$ cat src/rtl/dec_trigger_ctr.sv
// Decode-stage execute triggers: exact/NAPOT PC match, pair chaining,
// hit-count qualification (DEC_TRIGGER_COUNT_EN), sticky status.
// Ports: clk, rst_l; trig_* trigger config from TLU CSRs;
//   lane_valid/lane_pc/lane_flush decode lanes; hit_clr sticky clear;
//   trigger_match_q[l*NUM_TRIG+i] registered fire, hit_sticky, count_q.
module dec_trigger_ctr #(
  parameter int NUM_TRIG  = 4,
  parameter int NUM_LANES = 2,
  parameter int CNT_W     = 8
) (
  input  logic                       clk,
  input  logic                       rst_l,
  input  logic [NUM_TRIG-1:0]        trig_execute,
  input  logic [NUM_TRIG-1:0]        trig_m,
  input  logic [NUM_TRIG-1:0]        trig_select,
  input  logic [NUM_TRIG-1:0]        trig_match,
  input  logic [NUM_TRIG-1:0]        trig_chain,
  input  logic [NUM_TRIG*32-1:0]     trig_tdata2,
  input  logic [NUM_TRIG-1:0]        trig_cfg_wen,
  input  logic [CNT_W-1:0]           trig_cfg_count,
  input  logic [NUM_LANES-1:0]       lane_valid,
  input  logic [NUM_LANES*31-1:0]    lane_pc,
  input  logic                       lane_flush,
  input  logic [NUM_TRIG-1:0]        hit_clr,
  output logic [NUM_LANES*NUM_TRIG-1:0] trigger_match_q,
  output logic [NUM_TRIG-1:0]        hit_sticky,
  output logic [NUM_TRIG*CNT_W-1:0]  count_q
);

  typedef logic [NUM_LANES-1:0][NUM_TRIG-1:0] lt_t;

  logic [NUM_TRIG-1:0][31:0] care;
  logic                      ones;
  logic [31:0]               cv;
  logic [31:0]               td;
  lt_t                       raw;
  lt_t                       qual;
  lt_t                       fire;
  lt_t                       match_q;
  logic [NUM_TRIG-1:0]       sticky_q;
  logic [NUM_TRIG-1:0]       sticky_d;

  // Bit k is don't-care in mask mode when tdata2[k-1:0] are all ones.
  always_comb begin
    care = '0;
    ones = 1'b1;
    for (int i = 0; i < NUM_TRIG; i++) begin
      ones = 1'b1;
      care[i][0] = 1'b0;
      for (int k = 1; k < 32; k++) begin
        ones = ones & trig_tdata2[32*i+k-1];
        care[i][k] = ~(trig_match[i] & ones);
      end
    end
  end

  always_comb begin
    raw = '0;
    cv  = '0;
    td  = '0;
    for (int l = 0; l < NUM_LANES; l++) begin
      for (int i = 0; i < NUM_TRIG; i++) begin
        td = trig_tdata2[32*i +: 32];
        cv = {lane_pc[31*l +: 31], td[0]};
        raw[l][i] = lane_valid[l] & trig_execute[i]
                  & trig_m[i] & ~trig_select[i]
                  & ~lane_flush
                  & ~|((cv ^ td) & care[i]);
      end
    end
  end

  // Only even-indexed chain bits pair a trigger with its successor.
  always_comb begin
    qual = raw;
    for (int i = 0; i + 1 < NUM_TRIG; i += 2) begin
      if (trig_chain[i]) begin
        for (int l = 0; l < NUM_LANES; l++) begin
          qual[l][i]   = raw[l][i] & raw[l][i+1];
          qual[l][i+1] = raw[l][i] & raw[l][i+1];
        end
      end
    end
  end

`ifdef DEC_TRIGGER_COUNT_EN
  logic [NUM_TRIG-1:0][CNT_W-1:0] cnt_q;
  logic [NUM_TRIG-1:0][CNT_W-1:0] cnt_d;
  logic                           hit;
  logic                           found;

  always_comb begin
    cnt_d = cnt_q;
    fire  = '0;
    hit   = 1'b0;
    found = 1'b0;
    for (int i = 0; i < NUM_TRIG; i++) begin
      hit   = 1'b0;
      found = 1'b0;
      for (int l = 0; l < NUM_LANES; l++)
        hit = hit | qual[l][i];
      if (trig_cfg_wen[i]) begin
        cnt_d[i] = trig_cfg_count;
      end else if (cnt_q[i] == '0) begin
        for (int l = 0; l < NUM_LANES; l++)
          fire[l][i] = qual[l][i];
      end else if (hit) begin
        cnt_d[i] = cnt_q[i] - CNT_W'(1);
        // Last count: release only the oldest hitting lane.
        if (cnt_q[i] == CNT_W'(1)) begin
          for (int l = 0; l < NUM_LANES; l++) begin
            if (qual[l][i] && !found) begin
              fire[l][i] = 1'b1;
              found = 1'b1;
            end
          end
        end
      end
    end
  end

  always_ff @(posedge clk or negedge rst_l) begin
    if (!rst_l) cnt_q <= '0;
    else        cnt_q <= cnt_d;
  end

  assign count_q = cnt_q;
`else
  logic unused_cfg;
  assign unused_cfg = ^{trig_cfg_wen, trig_cfg_count};
  assign fire       = qual;
  assign count_q    = '0;
`endif

  always_comb begin
    sticky_d = sticky_q & ~hit_clr;
    for (int i = 0; i < NUM_TRIG; i++)
      for (int l = 0; l < NUM_LANES; l++)
        if (fire[l][i]) sticky_d[i] = 1'b1;
  end

  always_ff @(posedge clk or negedge rst_l) begin
    if (!rst_l) begin
      match_q  <= '0;
      sticky_q <= '0;
    end else begin
      match_q  <= fire;
      sticky_q <= sticky_d;
    end
  end

  assign trigger_match_q = match_q;
  assign hit_sticky      = sticky_q;

endmodule

$ cat config.mk
export PLATFORM = sky130hd
export DESIGN_NAME = dec_trigger_ctr
export DESIGN_NICKNAME = d
export VERILOG_FILES = /design/src/rtl/dec_trigger_ctr.sv
export SDC_FILE = /design/constraint.sdc
export NUM_CORES = 1
export LEC_CHECK = 0
export ABC_AREA = 1
export CORE_ASPECT_RATIO = 2
export CORE_MARGIN = 3
export CORE_UTILIZATION = 40
export CTS_CLUSTER_DIAMETER = 60
export DETAILED_ROUTE_END_ITERATION = 8
export PLACE_DENSITY = 0.74
export SLEW_MARGIN = 10
export SYNTH_ARGS = -nofsm -noshare
export SYNTH_HDL_FRONTEND = slang
export SYNTH_SLANG_ARGS = --single-unit
$ cat constraint.sdc
create_clock -name clk -period 0.8 [get_ports clk]
set_input_delay 0.08 -clock clk [delete_from_list [all_inputs] [get_ports clk]]
set_output_delay 0.08 -clock clk [all_outputs]
set_load 0.01 [all_outputs]
==> impl_metrics.env, run 1 <==
export IMPL_syn_inst=1014
export IMPL_post_synth_top_area_cell="xor2_1"
export IMPL_dpl_hpwl_um=21100
export IMPL_fin_util_pct=68.76
export IMPL_syn2layout_area_growth_pct=67.01
export IMPL_grt_pass1_wl_um=37580
export IMPL_ys_types=20
export IMPL_pwr_share_seq_pct=10.2
export IMPL_rsz0062_at_grt="yes"
export IMPL_cts_path_max_buffers=2
export IMPL_power_density_mw_per_mm2=579.3
export IMPL_drt_iter0_drc=203
export IMPL_use_met3_pct=7.255
export IMPL_vias=7957
export IMPL_initial_core_util_pct=41.17
export IMPL_synth_edf_count=0
export IMPL_num_rows=63
export IMPL_synth_area_leaders="xor2_1 (22%), nand2_1 (17%), nor2_1 (8.2%), inv_1 (7.5%), xnor2_1 (7.2%)"
export IMPL_synth_avg_cell_area_um2=6.081
export IMPL_fillCellCount=1311
export IMPL_setup_violations_final=22
export IMPL_timing_hold_ws_ps=141.1
export IMPL_routabilityCongestion=0.9761
export IMPL_viasPerCell=4.879
export IMPL_synthFlopType="dfrtp_1"
export IMPL_fin_area_mm2=0.01030
export IMPL_setup_ws_ps=-1764
export IMPL_cp_max_fo=2
export IMPL_overflow=0
export IMPL_period_share_pct=320.6
export IMPL_synth_ff_latch_count=12
export IMPL_yosysWarnings=0
export IMPL_core_mm2=0.01498
export IMPL_clk_latency_ps=230
export IMPL_comb_power_share_pct=73.2
export IMPL_dr_pass1_iters=5
export IMPL_p_switching_mw=2.361
export IMPL_grt_max_degree=13
export IMPL_grtUsageMet2_pct=55.31
export IMPL_async_reset_ff_share_pct=100.0
export IMPL_antenna_found_initial=0
export IMPL_grt_busiest_layer="met2"
export IMPL_internal_power_mw=3.604
export IMPL_p_leak_nw=5.361
export IMPL_yosysTopAreaCellShare_pct=22.16
export IMPL_arrival_ps=2740
export IMPL_final_max_slew_viol_count=0
export IMPL_drt_wl_total_um=24170
export IMPL_hp_class="in -> async"
export IMPL_syn_area_mm2=0.006166
export IMPL_chipWidth_um=93.79
export IMPL_ir_worst_vdd_v=0.0005855
export IMPL_die_area_mm2=0.01703
export IMPL_worstPathRequired_ps=970
export IMPL_cp_start_kind="primary input"
export IMPL_portBuffers=228
export IMPL_swShare_pct=39.59
export IMPL_grt_use_met1_pct=21.76
export IMPL_cts_tree="built"
export IMPL_fin_nets=1666
export IMPL_clkTransAtPathRegs_ps=40
export IMPL_drc=0
export IMPL_io_pin_count=275
export IMPL_cts_sinks=12
export IMPL_violations="negative setup slack"
export IMPL_cp_end_kind="flip-flop"
export IMPL_wire_per_inst_um=14.82
export IMPL_cts_root_buffer="clkbuf_16"
export IMPL_fin_total_pwr_mw=5.965
export IMPL_gr_usage_all_layers_pct=27.78
export IMPL_grt_pass1_vias=8261
export IMPL_worstSetupPathType="in -> reg"
export IMPL_yosysMostFrequentCell="nand2_1"
export IMPL_die_h_um=181.6
export IMPL_finalCriticalPeriod_ps=2564
export IMPL_cap_violations=0
export IMPL_finalHoldViolCount=0
export IMPL_htree_num_levels=1
export IMPL_status="finished, violations left"
export IMPL_synth_commonest_cells="nand2_1 (281), xor2_1 (156), nor2_1 (135), inv_1 (123), nand3_1 (70)"
export IMPL_numCtsBuffers=3
export IMPL_power_share_clock_pct=16.6
export IMPL_post_dp_cell_area_mm2=0.009771
export IMPL_layout_drive_gt1_share_pct=26.01
export IMPL_skew_ps=0
export IMPL_fmax_mhz=389.9
export IMPL_antenna_left=0
export IMPL_seq_area_frac_synth_pct=4.870
export IMPL_setup_tns_ps=-20270
final timing paths:
| kind | start | endpoint | slack, ps | cells past startpoint |
|---|---|---|---|---|
| worst max-delay path | lane_flush | hit_sticky[2] | -1760 | 24 |
| worst min-delay path | rst_l | trigger_match_q[0] | 140 | 2 |
| worst max register to register | hit_sticky[1] | hit_sticky[1] | 40 | 3 |
| worst min register to register | hit_sticky[0] | hit_sticky[0] | 500 | 2 |
| max in group asynchronous | rst_l | hit_sticky[3] | 510 | 2 |
| min in group clk | hit_clr[0] | hit_sticky[0] | 430 | 4 |
timing repair:
action | in CTS | in global routing
hold buffers | 0 | 0
gates resized for setup | 296 | 60
setup endpoints to repair | 24 | 24
setup buffers | 34 | 5
pin swaps | 126 | 127
power by group through the flow:
stage               sequential, mW  clock [mW]  combinational [mW]
detailed placement           0.618           0                4.23
global route                 0.609        1.04                4.78
floorplan                    0.618           0                1.79
global placement             0.618           0                4.16
finish                       0.609       0.991                4.36
CTS                          0.609        1.00                4.29
state kept, by name, indices dropped and copies added, names as in the netlist:
register         cells
hit_sticky           4
trigger_match_q      8
worst max-delay path, stage by stage:
cell and delay, ps:
buf_6 90, buf_6 110, buf_6 110, nor2_4 90, nand2_2 60, nor2_2 110
nand4_1 100, nor2_1 120, nand4_1 100, nor2_1 110, nand4_1 90, nor2_1 120
nand4_1 110, nor2_1 120, nand4_1 100, nor2_1 120, nand4_1 200, nor2_2 170
nand4_1 120, nor2_1 130, nand4_1 130, nand2_1 110, nand2_2 70, nand3_2 50
routing by layer:
metal,wire length (µm),vias to the layer above
li1,-,3981
met1,6803,3510
met2,13500,342
met3,1887,124
met4,1974,0
met5,0,-
layout by cell type (no fill, tap or decap), types with 32 or more instances in the layout:
| cell | instances |
|---|---|
| xnor2_1 | 50 |
| buf_4 | 179 |
| nand4_1 | 50 |
| inv_1 | 101 |
| nor2_1 | 122 |
| xor2_1 | 156 |
| nand2_1 | 271 |
| nand3_1 | 62 |
| conb_1 | 32 |
| buf_6 | 33 |
| nor2_4 | 32 |
| clkdlybuf4s50_1 | 146 |
stage by stage:
stage               instances  setup slack (ps)
global route             1629             -2084
CTS                      1624             -1784
floorplan                1045             -1587
finish                   1631             -1764
detailed placement       1586             -2469
global placement         1586             -2373
layout make-up:
cell class,count,area [µm²],share of cell area [%]
flip-flops and latches,12,300.3,2.916
multi-input cells,874,5461,53.04
clock buffers,4,88.84,0.8627
well taps,195,244.0,2.369
repair buffers,421,3731,36.23
diodes,2,5.005,0.04860
inverters,123,466.7,4.532
kinds of logic (layout without fill, tap and decap cells):
| family | Yosys count | in the layout | share of synthesized area (%) |
|---|---|---|---|
| buffers and inverters | 159 | 548 | 11.63 |
| AOI/OAI and AO/OA | 19 | 19 | 1.542 |
| and+or+nand+nor | 616 | 616 | 52.50 |
| DFF | 12 | 12 | 4.870 |
| other | 1 | 34 | 0.06082 |
| xor gates and xnor gates | 207 | 207 | 29.40 |
(Power assumes the default switching activity.)
==> inputs of run 2 (changes only) <==
--- a/config.mk
+++ b/config.mk
@@ -5,13 +5,13 @@
 export SDC_FILE = /design/constraint.sdc
 export NUM_CORES = 1
 export LEC_CHECK = 0
-export ABC_AREA = 1
 export CORE_ASPECT_RATIO = 2
 export CORE_MARGIN = 3
 export CORE_UTILIZATION = 40
 export CTS_CLUSTER_DIAMETER = 60
 export DETAILED_ROUTE_END_ITERATION = 8
-export PLACE_DENSITY = 0.74
+export PLACE_DENSITY = 0.73
+export RECOVER_POWER = 50
 export SLEW_MARGIN = 10
 export SYNTH_ARGS = -nofsm -noshare
 export SYNTH_HDL_FRONTEND = slang
==> impl_metrics.env, run 2 <==
export IMPL_synth_edf_count=0
export IMPL_synth_ff_latch_count=12
export IMPL_synth_commonest_cells="xnor2_1 (114), xor2_1 (101), a21oi_1 (83), nand2_1 (58), nand4_1 (50)"
export IMPL_cts_path_max_buffers=2
export IMPL_grt_pass1_wl_um=72760
export IMPL_routabilityCongestion=1.152
export IMPL_gr_usage_all_layers_pct=55.48
export IMPL_synth_area_leaders="xnor2_1 (15%), xor2_1 (14%), a21oi_1 (6.4%), nand4_1 (4.8%), dfrtp_1 (4.6%)"
export IMPL_first_error="[ERROR GRT-0116] Global routing finished with congestion. Check the congestion regions in the DRC Viewer."
export IMPL_num_rows=65
export IMPL_grt_max_degree=13
export IMPL_yosysMostFrequentCell="xnor2_1"
export IMPL_syn_inst=959
export IMPL_numCtsBuffers=3
export IMPL_post_synth_top_area_cell="xnor2_1"
export IMPL_cts_root_buffer="clkbuf_16"
export IMPL_htree_num_levels=1
export IMPL_chipWidth_um=96.03
export IMPL_yosysWarnings=0
export IMPL_post_dp_cell_area_mm2=0.01188
export IMPL_portBuffers=228
export IMPL_io_pin_count=275
export IMPL_die_h_um=186.1
export IMPL_yosysTopAreaCellShare_pct=15.40
export IMPL_seq_area_frac_synth_pct=4.631
export IMPL_initial_core_util_pct=40.88
export IMPL_grt_pass1_vias=12190
export IMPL_ys_types=68
export IMPL_cts_sinks=12
export IMPL_synthFlopType="dfrtp_1"
export IMPL_synth_avg_cell_area_um2=6.761
export IMPL_status="aborted with a tool error"
export IMPL_postCtsHoldBufs=0
export IMPL_haltStage="global routing (5_1_grt)"
export IMPL_syn_area_mm2=0.006484
export IMPL_dpl_hpwl_um=37100
export IMPL_overflow=3
export IMPL_async_reset_ff_share_pct=100.0
run 2: cell count changes after synthesis, sizes merged, moves of 29 or more:
cell / change
nor2: -124
o21ai: +29
xor2: -55
xnor2: +63
nand3: -29
clkbuf: +40
nand2: -229
inv: -76
a21oi: +77
nor4: +40
run 2: what timing repair did:
item                       in CTS
buffers inserted               54
setup endpoints to repair      24
pin swaps                     114
hold endpoints to repair        0
gates resized for setup       611
cloned                          1
run 2: per-stage QoR:
step	util (%)	cells	setup WS, ps
after global placement	74.90	1724	-2077
after floorplan	-	990	-1451
after detailed placement	74.90	1724	-2105
after CTS	81.65	1782	-1531
run 2: per-layer routing:
layer	global-route usage [%]	overflow
met4	59.24	2
met2	81.25	1
met1	53.49	0
met5	0	0
met3	25.97	0
run 2: kinds of logic after synthesis:
logic type      after synthesis  synth area share [%]
simple gates                327                 28.77
compound gates              270                 27.13
xor+xnor                    215                 29.04
buf+inv                     134                 10.36
flops                        12                 4.631
other cells                   1               0.05784
==> inputs of run 3 (changes only) <==
--- a/config.mk
+++ b/config.mk
@@ -5,12 +5,10 @@
 export SDC_FILE = /design/constraint.sdc
 export NUM_CORES = 1
 export LEC_CHECK = 0
-export CORE_ASPECT_RATIO = 2
 export CORE_MARGIN = 3
-export CORE_UTILIZATION = 40
-export CTS_CLUSTER_DIAMETER = 60
+export CORE_UTILIZATION = 25
 export DETAILED_ROUTE_END_ITERATION = 8
-export PLACE_DENSITY = 0.73
+export PLACE_DENSITY_LB_ADDON = 0.15
 export RECOVER_POWER = 50
 export SLEW_MARGIN = 10
 export SYNTH_ARGS = -nofsm -noshare
==> impl_metrics.env, run 3 <==
export IMPL_dr_pass1_iters=5
export IMPL_synth_edf_count=0
export IMPL_layout_drive_gt1_share_pct=49.63
export IMPL_initial_core_util_pct=25.60
export IMPL_num_rows=58
export IMPL_yosysTopAreaCellShare_pct=15.40
export IMPL_synth_ff_latch_count=12
export IMPL_max_slew_margin_pct=66.15
export IMPL_worstSetupEndpoint="hit_sticky[0]"
export IMPL_cp_end_kind="flip-flop"
export IMPL_cp_max_fo=3
export IMPL_drt_wl_total_um=42350
export IMPL_gr_usage_all_layers_pct=28.66
export IMPL_largest_reg_flops=8
export IMPL_arrival_ps=2350
export IMPL_final_max_slew_viol_count=0
export IMPL_die_area_mm2=0.02790
export IMPL_fmax_mhz=454.9
export IMPL_p_leak_nw=6.187
export IMPL_syn_area_mm2=0.006484
export IMPL_syn2layout_area_growth_pct=115.8
export IMPL_clkTransAtPathRegs_ps=40
export IMPL_die_h_um=167.0
export IMPL_synth_area_leaders="xnor2_1 (15%), xor2_1 (14%), a21oi_1 (6.4%), nand4_1 (4.8%), dfrtp_1 (4.6%)"
export IMPL_io_pin_count=275
export IMPL_drt_iter0_drc=883
export IMPL_rsz0062_at_grt="yes"
export IMPL_drc=0
export IMPL_worstSetupPathType="in -> reg"
export IMPL_grt_pass1_vias=10300
export IMPL_violations="negative setup slack"
export IMPL_grt_max_degree=13
export IMPL_cap_violations=0
export IMPL_setup_ws_ps=-1398
export IMPL_worst_slew_pin_slew_ps=507.8
export IMPL_final_cell_mix="buf_4 (421), xor2_1 (91), xnor2_1 (91)"
export IMPL_post_dp_cell_area_mm2=0.01209
export IMPL_core_mm2=0.02533
export IMPL_vias=10290
export IMPL_pwr_share_seq_pct=7.0
export IMPL_chipWidth_um=167.0
export IMPL_yosysWarnings=0
export IMPL_cp_start_kind="primary input"
export IMPL_worstRegToRegCells=2
export IMPL_cts_path_max_buffers=2
export IMPL_post_synth_top_area_cell="xnor2_1"
export IMPL_ys_types=68
export IMPL_yosysMostFrequentCell="xnor2_1"
export IMPL_power_density_mw_per_mm2=620.2
export IMPL_r2r_end="hit_sticky[2]"
export IMPL_synth_commonest_cells="xnor2_1 (114), xor2_1 (101), a21oi_1 (83), nand2_1 (58), nand4_1 (50)"
export IMPL_ir_worst_vdd_v=0.0005756
export IMPL_cts_root_buffer="clkbuf_16"
export IMPL_htree_num_levels=1
export IMPL_cts_tree="built"
export IMPL_grt_pass1_wl_um=61470
export IMPL_final_common_cell="buf_4"
export IMPL_numCtsBuffers=3
export IMPL_setup_tns_ps=-15790
export IMPL_antenna_found_initial=0
export IMPL_fin_total_pwr_mw=8.678
export IMPL_dpl_hpwl_um=35960
export IMPL_viasPerCell=5.293
export IMPL_diodes=0
export IMPL_internal_power_mw=4.808
export IMPL_overflow=0
export IMPL_regToRegSetupSlack_ps=-70
export IMPL_setup_violations_final=23
export IMPL_power_share_clock_pct=10.3
export IMPL_synthFlopType="dfrtp_1"
export IMPL_async_reset_ff_share_pct=100.0
export IMPL_wire_per_inst_um=21.78
export IMPL_cp_startpoint="trig_tdata2[0]"
export IMPL_comb_power_share_pct=82.7
export IMPL_fin_nets=1847
export IMPL_routabilityCongestion=0.9934
export IMPL_clk_latency_ps=240
export IMPL_period_share_pct=274.8
export IMPL_timing_hold_ws_ps=260.3
export IMPL_syn_inst=959
export IMPL_cts_sinks=12
export IMPL_fin_area_mm2=0.01399
export IMPL_seq_area_frac_synth_pct=4.631
export IMPL_p_switching_mw=3.870
export IMPL_fin_util_pct=55.25
export IMPL_status="finished, violations left"
export IMPL_synth_avg_cell_area_um2=6.761
export IMPL_finalHoldViolCount=0
export IMPL_swShare_pct=44.60
export IMPL_worstReg2RegStart="hit_sticky[2]"
export IMPL_finalCriticalPeriod_ps=2198
export IMPL_antenna_left=0
export IMPL_skew_ps=0
export IMPL_worstPathRequired_ps=950
export IMPL_portBuffers=228
export IMPL_hp_class="in -> async"
[run 3: cell families after synthesis]
| kind of cell | count (synthesis) | share of synthesized area [%] |
|---|---|---|
| and+or+nand+nor | 327 | 28.77 |
| AOI/OAI and AO/OA | 270 | 27.13 |
| DFF | 12 | 4.631 |
| other | 1 | 0.05784 |
| xor gates and xnor gates | 215 | 29.04 |
| buffers and inverters | 134 | 10.36 |
[run 3: power by group through the flow]
stage | Clock (mW) | Combinational (mW) | Sequential, mW
2_1_floorplan | 0 | 2.48 | 0.618
3_3_place_gp | 0 | 6.19 | 0.618
3_5_place_dp | 0 | 6.18 | 0.618
4_1_cts | 0.907 | 6.73 | 0.609
5_1_grt | 0.927 | 7.60 | 0.609
6_report | 0.892 | 7.18 | 0.609
[run 3: how the worst min path moves through the flow]
stage / from / end / slack (ps) / depth (start not counted)
4_1_cts: rst_l / trigger_match_q[0] / 170 / 2
5_1_grt: rst_l / trigger_match_q[0] / 310 / 2
6_report: rst_l / trigger_match_q[4] / 260 / 2
3_3_place_gp: rst_l / trigger_match_q[0] / 420 / 2
2_1_floorplan: rst_l / hit_sticky[0] / -220 / 0
3_5_place_dp: rst_l / trigger_match_q[0] / 420 / 2
[run 3: critical path, cell delays in order]
cell	delay, ps
buf_8	80
nand4_4	130
buf_6	150
buf_4	130
nor4_4	260
buf_4	190
a31oi_1	180
nor4_2	280
nand3_1	150
or4_4	590
o221ai_2	140
[run 3: stage by stage]
stage	cells	setup WS [ps]
6_report	1944	-1398
5_1_grt	1944	-1467
4_1_cts	1922	-1523
3_5_place_dp	1867	-2273
3_3_place_gp	1867	-2255
2_1_floorplan	990	-1451
[run 3: per-layer routing]
layer  vias up  global-route usage, %  routed length [µm]
li1       4812                      -                   -
met1      4928                  38.55               18060
met2       461                  47.07               19530
met3        88                  3.228                2832
met4         0                  11.01                1928
met5         -                      0                   0
[run 3: cell type report]
class                           instances  area, µm²
Tap cell                              330      412.9
Timing Repair Buffer                  708       5867
Sequential cell                        12      300.3
Fill cell                            2492      11330
Clock buffer                            3      75.07
Inverter                               47      180.2
Multi-Input combinational cell        844       7157
[run 3: what timing repair did]
item / CTS / global route
gates resized for setup: 648 / 210
setup endpoints to repair: 24 / 24
pin swaps: 143 / 112
hold buffers: 0 / 0
setup buffers: 53 / 24
==> inputs of run 4 (changes only) <==
--- a/config.mk
+++ b/config.mk
@@ -10,7 +10,6 @@
 export DETAILED_ROUTE_END_ITERATION = 8
 export PLACE_DENSITY_LB_ADDON = 0.15
 export RECOVER_POWER = 50
-export SLEW_MARGIN = 10
 export SYNTH_ARGS = -nofsm -noshare
 export SYNTH_HDL_FRONTEND = slang
 export SYNTH_SLANG_ARGS = --single-unit
==> results of run 4 <==
Same layout as run 3: the final DEF is identical, and so are final timing and power.
==> RTL change (settings of run 3) <==
Add an input register stage for `lane_pc`; this delays it by one clock. The other inputs are not delayed to match.
--- a/src/rtl/dec_trigger_ctr.sv
+++ b/src/rtl/dec_trigger_ctr.sv
@@ -30,2 +30,8 @@
   typedef logic [NUM_LANES-1:0][NUM_TRIG-1:0] lt_t;
+
+  logic [NUM_LANES*31-1:0] lane_pc_q;
+
+  always_ff @(posedge clk) begin
+    lane_pc_q <= lane_pc;
+  end
 
@@ -63,3 +69,3 @@
         td = trig_tdata2[32*i +: 32];
-        cv = {lane_pc[31*l +: 31], td[0]};
+        cv = {lane_pc_q[31*l +: 31], td[0]};
         raw[l][i] = lane_valid[l] & trig_execute[i]
Function: changed (Yosys sat finds a counterexample within 4 cycles, from zero or initial values and one cycle with rst_l low).
==> RTL change against run 3 <==
  * The flow still finishes with violations (negative setup slack)
  * Setup slack got worse by 0.31 ns
  * Clock skew rose by 0.011 ns
  * Synthesized area increased by 21%
  * Power increased by 81%
  * Via count increased by 5.1%
  * First-iteration DRC count is 25% lower
  * Clock power grew to 5.0 times the old value
  * Count of clock-buffer cells in the layout increased by 9
  * Final area rose by 8.4%
  * Die area is 20% higher
  * Global-route usage fell by 0.25 points
  * Sequential cell count rose by 62
  * Wire length grew 17%
  * Critical endpoint is now hit_sticky[1]
==> RTL change: results (changes against run 3) <==
----------------------------------------------------
[Outcome]
  Status ... finished with violations (unchanged)
  Violations in the final reports ... negative setup slack (unchanged)

[Layout]
  Fraction of final layout cells sized beyond drive strength 1 ... 38.61% (was 49.63%)
  Flip-flop count of the largest register after layout ... 62 (was 8)
  Final-stage net count ... 1920 (was 1847)

[Synth]
  Cell type with the highest aggregate area in the netlist ... sky130_fd_sc_hd__dfxtp_1 (was sky130_fd_sc_hd__xnor2_1)
  Synth top cells by count ... sky130_fd_sc_hd__xnor2_1 (121), sky130_fd_sc_hd__xor2_1 (81), sky130_fd_sc_hd__dfxtp_1 (62) (was sky130_fd_sc_hd__xnor2_1 (114), sky130_fd_sc_hd__xor2_1 (101), sky130_fd_sc_hd__a21oi_1 (83))
  Syn Inst Count ... 1047 (was 959)
  Register area share after synthesis ... 19.68% (was 4.631%)

[Place]
  Post-DP HPWL ... 42720 µm (was 35960 µm)
  Placed cells ... 2047 (was 1867)
  Pre-CTS setup slack ... -2.468 ns (was -2.273 ns)

[Critical path]
  Slowest-stage cell, CP ... sky130_fd_sc_hd__or4_1 (was sky130_fd_sc_hd__or4_4)
  Depth of the most critical reg-to-reg path ... 10 (was 2)
  Data arrival at the endpoint of the critical path ... 2.82 ns (was 2.35 ns)
  Critical path launch point type ... flop (was input pin)
  CP max stage delay ... 0.51 ns (was 0.59 ns)
  Worst reg2reg path startpoint ... lane_pc_q[27] (was hit_sticky[2])

[Pwr]
  Share of total power in the clock network ... 28.4% (was 10.3%)
  Proportion of power drawn by combinational gates ... 45.0% (was 82.7%)

[Timing]
  Hold WS ... 0.1466 ns (was 0.2603 ns)
  Smallest setup slack after layout ... -1.710 ns (was -1.398 ns)
  Setup Viol. Count Final ... 24 (was 23)
  Worst-case clock skew ... 0.01138 ns (was 0 ns)

[Detailed routing]
  Aggregate routed wire length ... 49700 µm (was 42350 µm)

[GRT]
  Global routing usage on met2 ... 48.26% (was 47.07%)
  Global-route met1 utilization ... 36.24% (was 38.55%)
  Overall fraction of global-route tracks in use ... 28.41% (was 28.66%)

[Clock tree]
  Clock insertion delay at the later pin of the skew report ... 0.37 ns (was 0.24 ns)
  Clock transition at the registers of the reported paths ... 0.06 ns (was 0.04 ns)

----------------------------------------------------
==> RTL change: cell type report <==
cell class	instances	area [µm²]	share of cell area, %
Multi-Input combinational cell	859	6664	43.93
Timing Repair Buffer	695	5911	38.96
Sequential cell	74	1595	10.52
Clock buffer	12	289.0	1.905
Inverter	50	187.7	1.237
Tap cell	396	495.5	3.266
Clock inverter	4	27.53	0.1815
==> RTL change: layer usage <==
| metal | part of all wire [%] | wire length [µm] |
|---|---|---|
| met1 | 43 | 21320 |
| met2 | 47 | 23560 |
| met3 | 4.6 | 2295 |
| met4 | 5.1 | 2518 |
| met5 | 0 | 0 |
==> RTL change: kinds of logic (layout without fill, tap and decap cells) <==
family                    Yosys count  in the layout  synth area share, %
and+or+nand+nor                   339            339                24.42
AOI/OAI and AO/OA                 286            286                24.60
xor gates and xnor gates          202            202                22.58
buffers and inverters             145            761                8.673
DFF                                74             74                19.68
other                               1             32              0.04787
